==> config.mk <==
export PLATFORM = sky130hd
export DESIGN_NAME = trace_uart_tx
export DESIGN_NICKNAME = d
export VERILOG_FILES = /design/src/rtl/trace_pkg.sv /design/src/rtl/trace_fifo.sv /design/src/rtl/trace_uart_tx.sv
export SDC_FILE = /design/constraint.sdc
export NUM_CORES = 1
export LEC_CHECK = 0
export ABC_CLOCK_PERIOD_IN_PS = 9260
export CORE_MARGIN = 8
export CORE_UTILIZATION = 40
export CTS_CLUSTER_DIAMETER = 60
export DETAILED_ROUTE_END_ITERATION = 10
export PLACE_DENSITY = 0.63
export SYNTH_ARGS = -nofsm -noshare
export SYNTH_HDL_FRONTEND = slang
export SYNTH_SLANG_ARGS = --single-unit
==> constraint.sdc <==
create_clock -name clk_in -period 9.26 [get_ports clk_in]
set_input_delay 1.852 -clock clk_in [delete_from_list [all_inputs] [get_ports clk_in]]
set_output_delay 1.852 -clock clk_in [all_outputs]
set_load 0.02 [all_outputs]
==> src/rtl/trace_pkg.sv <==
// Shared types for the retired-instruction trace transmitter.
// Holds the frame length, the transmit FSM encoding and the 64-bit trace entry layout.
package trace_pkg;

    localparam int FRAME_BYTES = 9;
    localparam int ENTRY_W     = 64;

    typedef enum logic [1:0] {
        IDLE  = 2'd0,
        START = 2'd1,
        DATA  = 2'd2,
        STOP  = 2'd3
    } state_t;

    typedef struct packed {
        logic [31:0] pc;
        logic [31:0] inst;
    } entry_t;

endpackage

==> src/rtl/trace_fifo.sv <==
// Synchronous FIFO for trace entries; dout shows the head entry combinationally, push/pop take effect on the next edge.
// A push into a full FIFO is accepted only when a pop happens in the same cycle; entries are never overwritten.
module trace_fifo #(
    parameter int DEPTH = 16,
    parameter int W     = 64
) (
    input  logic                   clk_in,
    input  logic                   reset,
    input  logic                   push,
    input  logic                   pop,
    input  logic [W-1:0]           din,
    output logic [W-1:0]           dout,
    output logic [$clog2(DEPTH):0] level,
    output logic                   full,
    output logic                   empty
);

    localparam int AW = $clog2(DEPTH);

    logic [W-1:0]  mem [DEPTH];
    logic [AW-1:0] wr_ptr;
    logic [AW-1:0] rd_ptr;
    logic          do_push;
    logic          do_pop;

    assign full    = (level == (AW+1)'(DEPTH));
    assign empty   = (level == '0);
    assign do_pop  = pop && !empty;
    assign do_push = push && (!full || do_pop);
    assign dout    = mem[rd_ptr];

    always_ff @(posedge clk_in or negedge reset) begin
        if (!reset) begin
            wr_ptr <= '0;
            rd_ptr <= '0;
            level  <= '0;
        end else begin
            if (do_push) wr_ptr <= wr_ptr + AW'(1);
            if (do_pop)  rd_ptr <= rd_ptr + AW'(1);
            case ({do_push, do_pop})
                2'b10:   level <= level + (AW+1)'(1);
                2'b01:   level <= level - (AW+1)'(1);
                default: level <= level;
            endcase
        end
    end

    // Storage carries no reset; validity is tracked entirely by the pointers and level.
    always_ff @(posedge clk_in) begin
        if (do_push) mem[wr_ptr] <= din;
    end

endmodule

==> src/rtl/trace_uart_tx.sv <==
// Buffers retired (pc, inst) pairs and sends each as a 9-byte 8N1 UART frame; txd falls one edge after the head entry is available.
// No backpressure to the core: captures into a full FIFO are dropped and counted, enable only gates the start of new frames.
module trace_uart_tx
    import trace_pkg::*;
#(
    parameter int         DEPTH        = 16,
    parameter int         CLKS_PER_BIT = 868,
    parameter logic [7:0] SYNC_BYTE    = 8'hA5
) (
    input  logic                   clk_in,
    input  logic                   reset,
    input  logic                   trace_valid,
    input  logic [31:0]            trace_pc,
    input  logic [31:0]            trace_inst,
    input  logic                   enable,
    output logic                   txd,
    output logic                   busy,
    output logic [$clog2(DEPTH):0] fifo_level,
    output logic [15:0]            drop_count
);

    localparam int         CW        = $clog2(CLKS_PER_BIT);
    localparam logic [3:0] LAST_BYTE = 4'(FRAME_BYTES - 1);

    state_t             state;
    entry_t             cap;
    entry_t             head;
    logic [ENTRY_W-1:0] shreg;
    logic [7:0]         tx_byte;
    logic [3:0]         byte_idx;
    logic [2:0]         bit_idx;
    logic [CW-1:0]      tick;
    logic               fifo_full;
    logic               fifo_empty;
    logic               bit_end;
    logic               frame_end;
    logic               pop;
    logic               drop;

    assign cap       = '{pc: trace_pc, inst: trace_inst};
    assign bit_end   = (tick == CW'(CLKS_PER_BIT - 1));
    assign frame_end = (state == STOP) && bit_end && (byte_idx == LAST_BYTE);
    // A new frame may start from idle or seamlessly at the end of the last stop bit.
    assign pop       = enable && !fifo_empty && ((state == IDLE) || frame_end);
    assign drop      = trace_valid && fifo_full && !pop;

    trace_fifo #(
        .DEPTH (DEPTH),
        .W     (ENTRY_W)
    ) u_fifo (
        .clk_in (clk_in),
        .reset  (reset),
        .push   (trace_valid),
        .pop    (pop),
        .din    (cap),
        .dout   (head),
        .level  (fifo_level),
        .full   (fifo_full),
        .empty  (fifo_empty)
    );

    always_ff @(posedge clk_in or negedge reset) begin
        if (!reset) begin
            state    <= IDLE;
            shreg    <= '0;
            tx_byte  <= '0;
            byte_idx <= '0;
            bit_idx  <= '0;
            tick     <= '0;
            txd      <= 1'b1;
            busy     <= 1'b0;
        end else begin
            tick <= ((state == IDLE) || bit_end) ? '0 : tick + CW'(1);
            if (pop) begin
                state    <= START;
                shreg    <= head;
                tx_byte  <= SYNC_BYTE;
                byte_idx <= '0;
                txd      <= 1'b0;
                busy     <= 1'b1;
            end else begin
                case (state)
                    START: if (bit_end) begin
                        state   <= DATA;
                        bit_idx <= '0;
                        txd     <= tx_byte[0];
                        tx_byte <= {1'b0, tx_byte[7:1]};
                    end
                    DATA: if (bit_end) begin
                        if (bit_idx == 3'd7) begin
                            state <= STOP;
                            txd   <= 1'b1;
                        end else begin
                            bit_idx <= bit_idx + 3'd1;
                            txd     <= tx_byte[0];
                            tx_byte <= {1'b0, tx_byte[7:1]};
                        end
                    end
                    STOP: if (bit_end) begin
                        if (byte_idx != LAST_BYTE) begin
                            state    <= START;
                            byte_idx <= byte_idx + 4'd1;
                            tx_byte  <= shreg[ENTRY_W-1 -: 8];
                            shreg    <= {shreg[ENTRY_W-9:0], 8'h00};
                            txd      <= 1'b0;
                        end else begin
                            state <= IDLE;
                            busy  <= 1'b0;
                        end
                    end
                    default: ;
                endcase
            end
        end
    end

    always_ff @(posedge clk_in or negedge reset) begin
        if (!reset) begin
            drop_count <= '0;
        end else if (drop && (drop_count != 16'hFFFF)) begin
            drop_count <= drop_count + 16'd1;
        end
    end

endmodule

=== Yosys cells after proc, flatten, opt, wreduce, memory -nomap -nowiden ===
Memory sizes are Yosys's and may differ from the RTL's.
Cells that the tools add are included.

* Input bits: 68
* Bits in registers: 122
* Memories: 1
* Logic and storage cells: 113
* Output and inout port bits: 23
* RAM bits: 1024

* Bitwise gates (word level): 1
* Reductions and logical operators: 29
* Multiplexer cells: 41
* Add/sub/neg operators: 8
* Equality and inequality tests: 21

{| class="wikitable"
|+ Memories
! memory !! words !! bits a word !! rd ports !! clocked after Yosys merged registers in !! write ports !! RTL line !! RTL
|-
| u_fifo.mem || 16 || 64 || 1 || 0 || 1 || trace_fifo.sv:20 || <nowiki>logic [W-1:0] mem [DEPTH];</nowiki>
|}

{| class="wikitable"
|+ Operator list
! cell !! number
|-
| $mux 64 || 4
|-
| $mux 8 || 6
|-
| $pmux 8 s3 || 1
|-
| $add 16x1->16 const B || 1
|-
| $mux 4 || 4
|-
| $ne 16x16->1 const B || 1
|-
| $ne 3x3->1 const B || 5
|-
| $reduce_and 5->1 || 3
|-
| $mux 1 || 13
|-
| $add 4x1->4 const B || 3
|-
| $add 10x1->10 const B || 1
|-
| $eq 10x10->1 const B || 1
|-
| $mux 10 || 1
|-
| $mux 2 || 5
|-
| $pmux 5 s2 || 1
|-
| $reduce_bool 2->1 || 5
|-
| $logic_and 1x1->1 || 9
|-
| $mux 3 || 3
|-
| $ne 2x2->1 const B || 4
|-
| $eq 2x2->1 const B || 3
|-
| $pmux 2 s3 || 1
|-
| $pmux 3 s2 || 1
|-
| $reduce_and 3->1 || 2
|-
| $reduce_and 6->1 || 1
|-
| other kinds (16) || 21
|}

=== Longest topological paths before layout ===
Gate-level depths: netlist of run 1.

* Depth after elaboration: 10
* Gate-level depth with buffers: 11
* Gate-level depth less buffers: 11

=== Cells and area by module ===
Synthesis of run 1 repeated with hierarchy kept, for this count alone.

* Cell total of the unflattened synthesis: 2176
* Area, all modules: 44256.2 um^2

{| class="wikitable"
|+ By module, submodules not included
! module !! cells an instance !! area each (um^2) !! times used !! seq. area each (um^2)
|-
| trace_fifo || 1664 || 39137.5 || 1 || 31074.8
|-
| trace_uart_tx || 512 || 5118.7 || 1 || 2728.9
|}

=== Least setup slack after synthesis of run 1 ===
OpenSTA, ideal clock, no wires.

* Path type: input-to-reg
* Start: in trace_valid
* End: mem u_fifo.mem[3][0], enable pin
* Path buffers: 1
* Path slack: 1.971 ns
* Data required time: 8.696 ns
* Stages on the path: 3
* Data arrival time: 6.724 ns
* Library setup time: 0.564 ns
* Path through: clkbuf_1 o211ai_1 nor3_1

* Longest elaborated chain between the ends: 3

{| class="wikitable"
|+ RTL lines
! what !! RTL line !! RTL
|-
| from (decl) || trace_uart_tx.sv:12 || <nowiki>input logic trace_valid,</nowiki>
|-
| $logic_and 1x1->1 || trace_fifo.sv:29 || <nowiki>assign do_push = push && (!full || do_pop);</nowiki>
|-
| $mux 1 || trace_fifo.sv:50 || <nowiki>if (do_push) mem[wr_ptr] <= din;</nowiki>
|-
| $mux 1 (implied by the code) || trace_fifo.sv:50 ||
|-
| to (decl) || trace_fifo.sv:20 ||
|}

No other way between the ends.

=== Worst setup path after layout of run 1 ===
* Start: in trace_valid
* End: mem u_fifo.mem[1][44], enable pin

The elaborated chain is that of the path after synthesis.

==> results of run 1 <==
-- logic make-up after synthesis --
kind of cell | share of synthesized area, %
AND/OR/NAND/NOR | 1.96
flip-flops | 76.8
buffers and inverters | 1.57
adder cells (fa/ha/maj) | 0.455
AO/OA/AOI/OAI | 5.08
XOR/XNOR | 0.696
multiplexers | 13.4
-- metal layers --
| metal | wire length [µm] | GRT usage (%) | share of wire [%] |
|---|---|---|---|
| met2 | 48500 | 26.2 | 48 |
| met3 | 7920 | 3.60 | 7.9 |
| met4 | 1620 | 3.76 | 1.6 |
| met1 | 42600 | 23.2 | 42 |
| met5 | 13 | 0 | 0.013 |
-- stage by stage --
| step | power (mW) | cell area (µm²) |
|---|---|---|
| 2_1_floorplan | 6.77 | 44000 |
| 3_3_place_gp | 7.14 | 46500 |
| 3_5_place_dp | 7.19 | 46500 |
| 4_1_cts | 11.6 | 50100 |
| 5_1_grt | 11.9 | 50100 |
| 6_report | 11.5 | 50100 |
-- worst min-delay path by stage --
stage	from	to	slack, ns	cells after the start
2_1_floorplan	tick[0]	tick[0]	0.45	1
3_3_place_gp	tx_byte[3]	tx_byte[3]	0.47	1
3_5_place_dp	tick[0]	tick[0]	0.48	1
4_1_cts	tick[0]	tick[0]	0.49	1
5_1_grt	tx_byte[4]	tx_byte[4]	0.51	1
6_report	tick[0]	tick[0]	0.49	1
-- cells in the final DEF, fill, tap and decap left out, drive strengths merged, types with 12 or more instances in the layout --
| cell type | Yosys | routed |
|---|---|---|
| a21oi | 63 | 63 |
| a221o | 56 | 56 |
| a22oi | 128 | 128 |
| buf | 64 | 35 |
| clkbuf | 58 | 148 |
| clkdlybuf4s50 | 0 | 89 |
| clkinv | 0 | 43 |
| dfrtp | 121 | 121 |
| edfxtp | 1024 | 1024 |
| ha | 16 | 16 |
| inv | 13 | 19 |
| mux2i | 12 | 12 |
| mux4 | 256 | 256 |
| nand2 | 45 | 45 |
| nand3 | 17 | 17 |
| nand4 | 14 | 14 |
| nor2 | 29 | 29 |
| xnor2 | 21 | 21 |
| xor2 | 14 | 14 |
-- flip-flops by register name, indices dropped and copies added (netlist names) --
signal         flops
state              2
u_fifo.mem      1024
drop_count        16
bit_idx            3
byte_idx           4
tick              10
shreg             64
tx_byte            8
u_fifo.wr_ptr      4
u_fifo.level       5
txd                1
u_fifo.rd_ptr      4
busy               1
-- critical path: stages --
cell             delay (ns)
clkdlybuf4s50_1        1.05
o221a_1                0.55
nand2_1                0.19
nor3_2                 0.89
buf_4                  0.90
-- power groups by stage --
stage | clock (mW) | combinational, mW | sequential (mW)
2_1_floorplan | 0 | 0.402 | 6.37
4_1_cts | 4.56 | 0.813 | 6.27
3_5_place_dp | 0 | 0.811 | 6.38
3_3_place_gp | 0 | 0.792 | 6.34
5_1_grt | 4.76 | 0.854 | 6.30
6_report | 4.48 | 0.792 | 6.27
-- final cells by class --
cell class              instances  area share, %
diodes                          3         0.0150
clock buffers                 148           6.15
clock inverters                62           1.12
inverters                      13         0.0973
multi-input cells             772           19.3
flip-flops and latches       1146           67.4
well taps                    1414           3.53
repair buffers                124           2.36
==> metrics.cfg, run 1 <==
[timing]
fin_ws_ns = 4.05
maxSlewHeadroom_pct = 16.3
fmax_mhz = 192
finalMaxSlewViolations = 0
rsz0062_at_grt = false
max_slew.worst_pin.slew_ns = 1.25
timing.final.crit_share_pct = 56.2
final.setup_skew_ns = 0.0358
layout_min_cycle_time_ns = 5.21
holdWs_ns = 0.491
final_hold_viol_count = 0
setup_tns_ns = 0
finalSetupViolCount = 0

[detailed_routing]
first_pass_iters = 7
ant_nets = 0
dr_total_vias = 21300
drt_wl_total_um = 101000
drt_iter0_markers = 2135
routedWlPerCell_um = 27.4
drc_errors = 0
vias_per_cell = 5.79

[finish]
fin_util_pct = 46.0
area_growth_pct = 13.9
fillCellCount = 8922
multi_input_area_um2 = 9670
layout.cells.non_filler = 3682
drive_gt1_share_pct = 22.1
seq_area_um2 = 33800
nNetsFinal = 2254

[clocking]
cts_buffers = 113
insertion_delay_ns = 0.69
clk_pin_slew_worst_paths_ns = 0.06
post-cts-setup-buffers = 0
clock-sinks = 1146
cts_tree = yes
h-tree-depth = 3
cts_buffer_depth = 3
cts_resized = 0
hold_buffers = 0
cts_root_buf = clkbuf_16

[logic_synthesis]
synth_top_area_share_pct = 69.9
yosysMostFrequentCell = edfxtp_1
yosysSeqAreaShare_pct = 76.8
synth_area_um2 = 44000
synth_cells = 2053
synthTopCellsByArea = edfxtp_1 (70%), mux4_2 (13%), dfrtp_1 (6.9%)
ys_warn_count = 0
synth-seq-cells = 1146
synth_area_per_cell_um2 = 21.4
synth_edf_count = 1024
async_flop_share_pct = 10.6
synth_ff_type = edfxtp_1
yosysTopAreaCell = edfxtp_1
syn_nets = 2137
synthDistinctLibCells = 67
synth_common_cells = edfxtp_1 (1024), mux4_2 (256), a22oi_1 (128)

[global_route]
antenna_found_initial = 5
grt_start_max_net_pins = 120
grt_use_total_pct = 16.4
grt_pass1_wl_um = 150000
grt_pass1_vias = 22200
grt_overflow = 0

[power]
leakagePower_nw = 15.9
p_sw_share_pct = 22.6
pwr-share-seq_pct = 54.3
switchingPower_mw = 2.61
clock_power_share_pct = 38.8
power_frac_comb_pct = 6.9
p_int_mw = 8.93
powerDensity_nw_per_um2 = 230
peakVddDrop_uv = 170

[setup_path]
crit_type = primary input to flop
endpoint_kind = flop
crit_end = u_fifo.mem[1][44]
crit_arrival_ns = 5.49
r2r_start = state[0]
crit_start = trace_valid
crit_fanout = 53
reg2reg_to = u_fifo.mem[3][4]
worstSetupStartpointType = primary input
reg2reg_depth = 7
r2r_slack_ns = 4.62
crit_required_ns = 9.54

[placement]
routabilityCongestion = 0.781
hpwl_um = 55700
dp_slack_ns = 3.28
dpl.cell_count = 3469
port-buffer-count = 90

[floorplanning]
core_um2 = 109000
std_cell_rows = 121
fp.dieArea_um2 = 121000
num_io_pins = 91
start_util_pct = 40.4
die_h_um = 348
fp.dieW_um = 348

[status]
outcome = finished, final reports clean

[worst_hold_path]
hold_path.class = flop to flop

[job]
cap_violations = 0

No activity file was read; power rests on OpenSTA's default activity.
==> inputs of run 2 (changes only) <==
Settings changed: ABC_CLOCK_PERIOD_IN_PS 9260 to 4450, PLACE_DENSITY 0.63 to 0.65.
Clock period 9.26 ns to 4.45 ns, I/O delays scaled along.
==> metrics.cfg, run 2 (synthesized netlist as in run 1, its figures left out) <==
[global_route]
grt_overflow = 0  ; unchanged
grt_use_total_pct = 16.2  ; was 16.4%
grt_pass1_vias = 22400  ; was 22200
antenna_found_initial = 9  ; was 5
grt_pass1_wl_um = 149000  ; was 150000 µm
grt_start_max_net_pins = 85  ; was 120

[placement]
hpwl_um = 53400  ; was 55700 µm
port-buffer-count = 90  ; unchanged
dp_slack_ns = 0.623  ; was 3.28 ns
routabilityCongestion = 0.752  ; was 0.781

[setup_path]
path_cells = ha_1, and4b_1, nand4_2, a21boi_0, o211ai_1, nor2_4, buf_12  ; was clkdlybuf4s50_1, o221a_1, nand2_1, nor3_2, buf_4
crit_arrival_ns = 4.25  ; was 5.49 ns
crit_type = flop to flop  ; was primary input to flop
critical-path-slowest-cell = nor2_4  ; was clkdlybuf4s50_1
path_buf_inv = 1  ; was 2
critPathTopFamily = simple AND/OR/NAND/NOR gates  ; was buffers and inverters
worstSetupStartpointType = flop  ; was primary input
crit_path_max_incr_delay_ns = 0.73  ; was 1.05 ns
reg2reg_depth = 7  ; unchanged
crit_fanout = 23  ; was 53
reg2reg_to = u_fifo.mem[8][41]  ; was u_fifo.mem[3][4]
r2r_start = state[1]  ; was state[0]
crit_required_ns = 4.83  ; was 9.54 ns
r2r_slack_ns = 0.58  ; was 4.62 ns
endpoint_kind = flop  ; unchanged

[timing]
maxSlewHeadroom_pct = 25.3  ; was 16.3%
finalSetupViolCount = 0  ; unchanged
layout_min_cycle_time_ns = 3.87
finalMaxSlewViolations = 0  ; unchanged
fin_ws_ns = 0.581  ; was 4.05 ns
timing.final.crit_share_pct = 86.9
fmax_mhz = 258
max_slew.worst_pin.slew_ns = 1.12  ; was 1.25 ns
rsz0062_at_grt = false  ; unchanged
final_hold_viol_count = 0  ; unchanged
setup_tns_ns = 0  ; unchanged
final.setup_skew_ns = 0.0406  ; was 0.0358 ns

[worst_hold_path]
hold_path.class = primary input to async pin  ; was flop to flop

[clocking]
cts_tree = yes  ; unchanged
insertion_delay_ns = 0.71  ; was 0.69 ns
cts_buffer_depth = 3  ; unchanged
post-cts-setup-buffers = 0  ; unchanged
clock-sinks = 1146  ; unchanged
clk_pin_slew_worst_paths_ns = 0.06  ; about the same
cts_root_buf = clkbuf_16  ; unchanged
hold_buffers = 0  ; unchanged
cts_resized = 0  ; unchanged
cts_buffers = 117  ; was 113
h-tree-depth = 3  ; unchanged

[power]
powerDensity_nw_per_um2 = 487  ; was 230 nW/µm²
leakagePower_nw = 16.2  ; was 15.9 nW
finalPower_mw = 24.8  ; was 11.5 mW
peakVddDrop_uv = 334  ; was 170 µV

[finish]
multi_input_area_um2 = 9690  ; was 9670 µm²
seq_area_um2 = 33800  ; unchanged
final_common_cell = edfxtp_1  ; unchanged
mostFrequentLayoutCells = edfxtp_1 (1024), mux4_2 (256), a22oi_1 (128)  ; unchanged
largest_reg_flops = 1024  ; unchanged
regMostFlops = u_fifo.mem  ; unchanged
fillCellCount = 8779  ; was 8922
largestRegisters = u_fifo.mem (1024), shreg (64), drop_count (16)  ; unchanged
area_growth_pct = 15.8  ; was 13.9%
nNetsFinal = 2276  ; was 2254
drive_gt1_share_pct = 23.5  ; was 22.1%

[floorplanning]
fp.dieW_um = 348  ; unchanged
start_util_pct = 40.4  ; unchanged
num_io_pins = 91  ; unchanged
die_h_um = 348  ; unchanged
std_cell_rows = 121  ; unchanged
core_um2 = 109000  ; unchanged
fp.dieArea_um2 = 121000  ; unchanged

[detailed_routing]
dr_total_vias = 21400  ; was 21300
first_pass_iters = 5  ; was 7
vias_per_cell = 5.75  ; was 5.79
drt_iter0_markers = 2012  ; was 2135
top_layer = met5  ; unchanged
routedWlPerCell_um = 26.7  ; was 27.4 µm
wl_met2_um = 48400  ; was 48500 µm
wirelength_met1_um = 41500  ; was 42600 µm
drt_wl_total_um = 99200  ; was 101000 µm
met3_length_um = 7060  ; was 7920 µm
ant_nets = 0  ; unchanged
drc_errors = 0  ; unchanged

[job]
cap_violations = 0  ; unchanged

[status]
outcome = finished, final reports clean  ; unchanged

run 2: report_power, final:
| group | internal [mW] | switching (mW) |
|---|---|---|
| combinational | 0.559 | 1.17 |
| clock | 5.90 | 4.17 |
| sequential | 12.7 | 0.309 |
run 2: worst reg2reg max path, cell delays in order, from the launching register on:
cell and delay, ns:
dfrtp_1 0.41, ha_1 0.61, and4b_1 0.34, nand4_2 0.19, a21boi_0 0.49, o211ai_1 0.44
nor2_4 0.73, buf_12 0.29
run 2: how the worst max path moves through the flow:
stage               startpoint                end  slack, ns  depth (start not counted)
6_report              state[1]  u_fifo.mem[8][41]       0.58                          7
5_1_grt               state[1]  u_fifo.mem[8][47]       0.39                          7
4_1_cts               state[1]  u_fifo.mem[8][41]       0.58                          7
3_5_place_dp          state[1]   u_fifo.mem[8][0]       0.62                          7
3_3_place_gp          state[1]  u_fifo.mem[8][11]       0.71                          7
2_1_floorplan  u_fifo.level[1]  u_fifo.mem[12][0]      -0.31                          6
run 2: area by class of cell:
type                       count  area share (%)
antenna                        4          0.0196
clock buffer                 154            6.39
clock inverter                70            1.54
inverter                      13          0.0957
multi-input combinational    772            19.0
sequential                  1146            66.3
tap                         1414            3.47
timing repair buffer         142            3.17
run 2: metrics by stage:
stage	hold WS (ns)	util, %	std cells	instance area (µm²)
floorplan	0.455	-	2053	44100
global placement	0.471	43.1	3487	46900
detailed placement	0.472	43.1	3487	46900
CTS	0.233	46.8	3711	51000
global route	0.290	46.8	3712	51000
finish	0.259	46.8	3715	51000
run 2: per-layer routing:
layer | vias to the layer above | track usage [%]
li1 | 8996 | -
met1 | 11400 | 22.0
met2 | 762 | 26.3
met3 | 157 | 3.53
met4 | 8 | 4.69
met5 | - | 0
==> inputs of run 3 (changes only) <==
Settings changed: SETUP_SLACK_MARGIN set to 0.1, SLEW_MARGIN set to 5.
==> results of run 3 <==
Same layout as run 2: the final DEF is identical, and so are final timing and power.
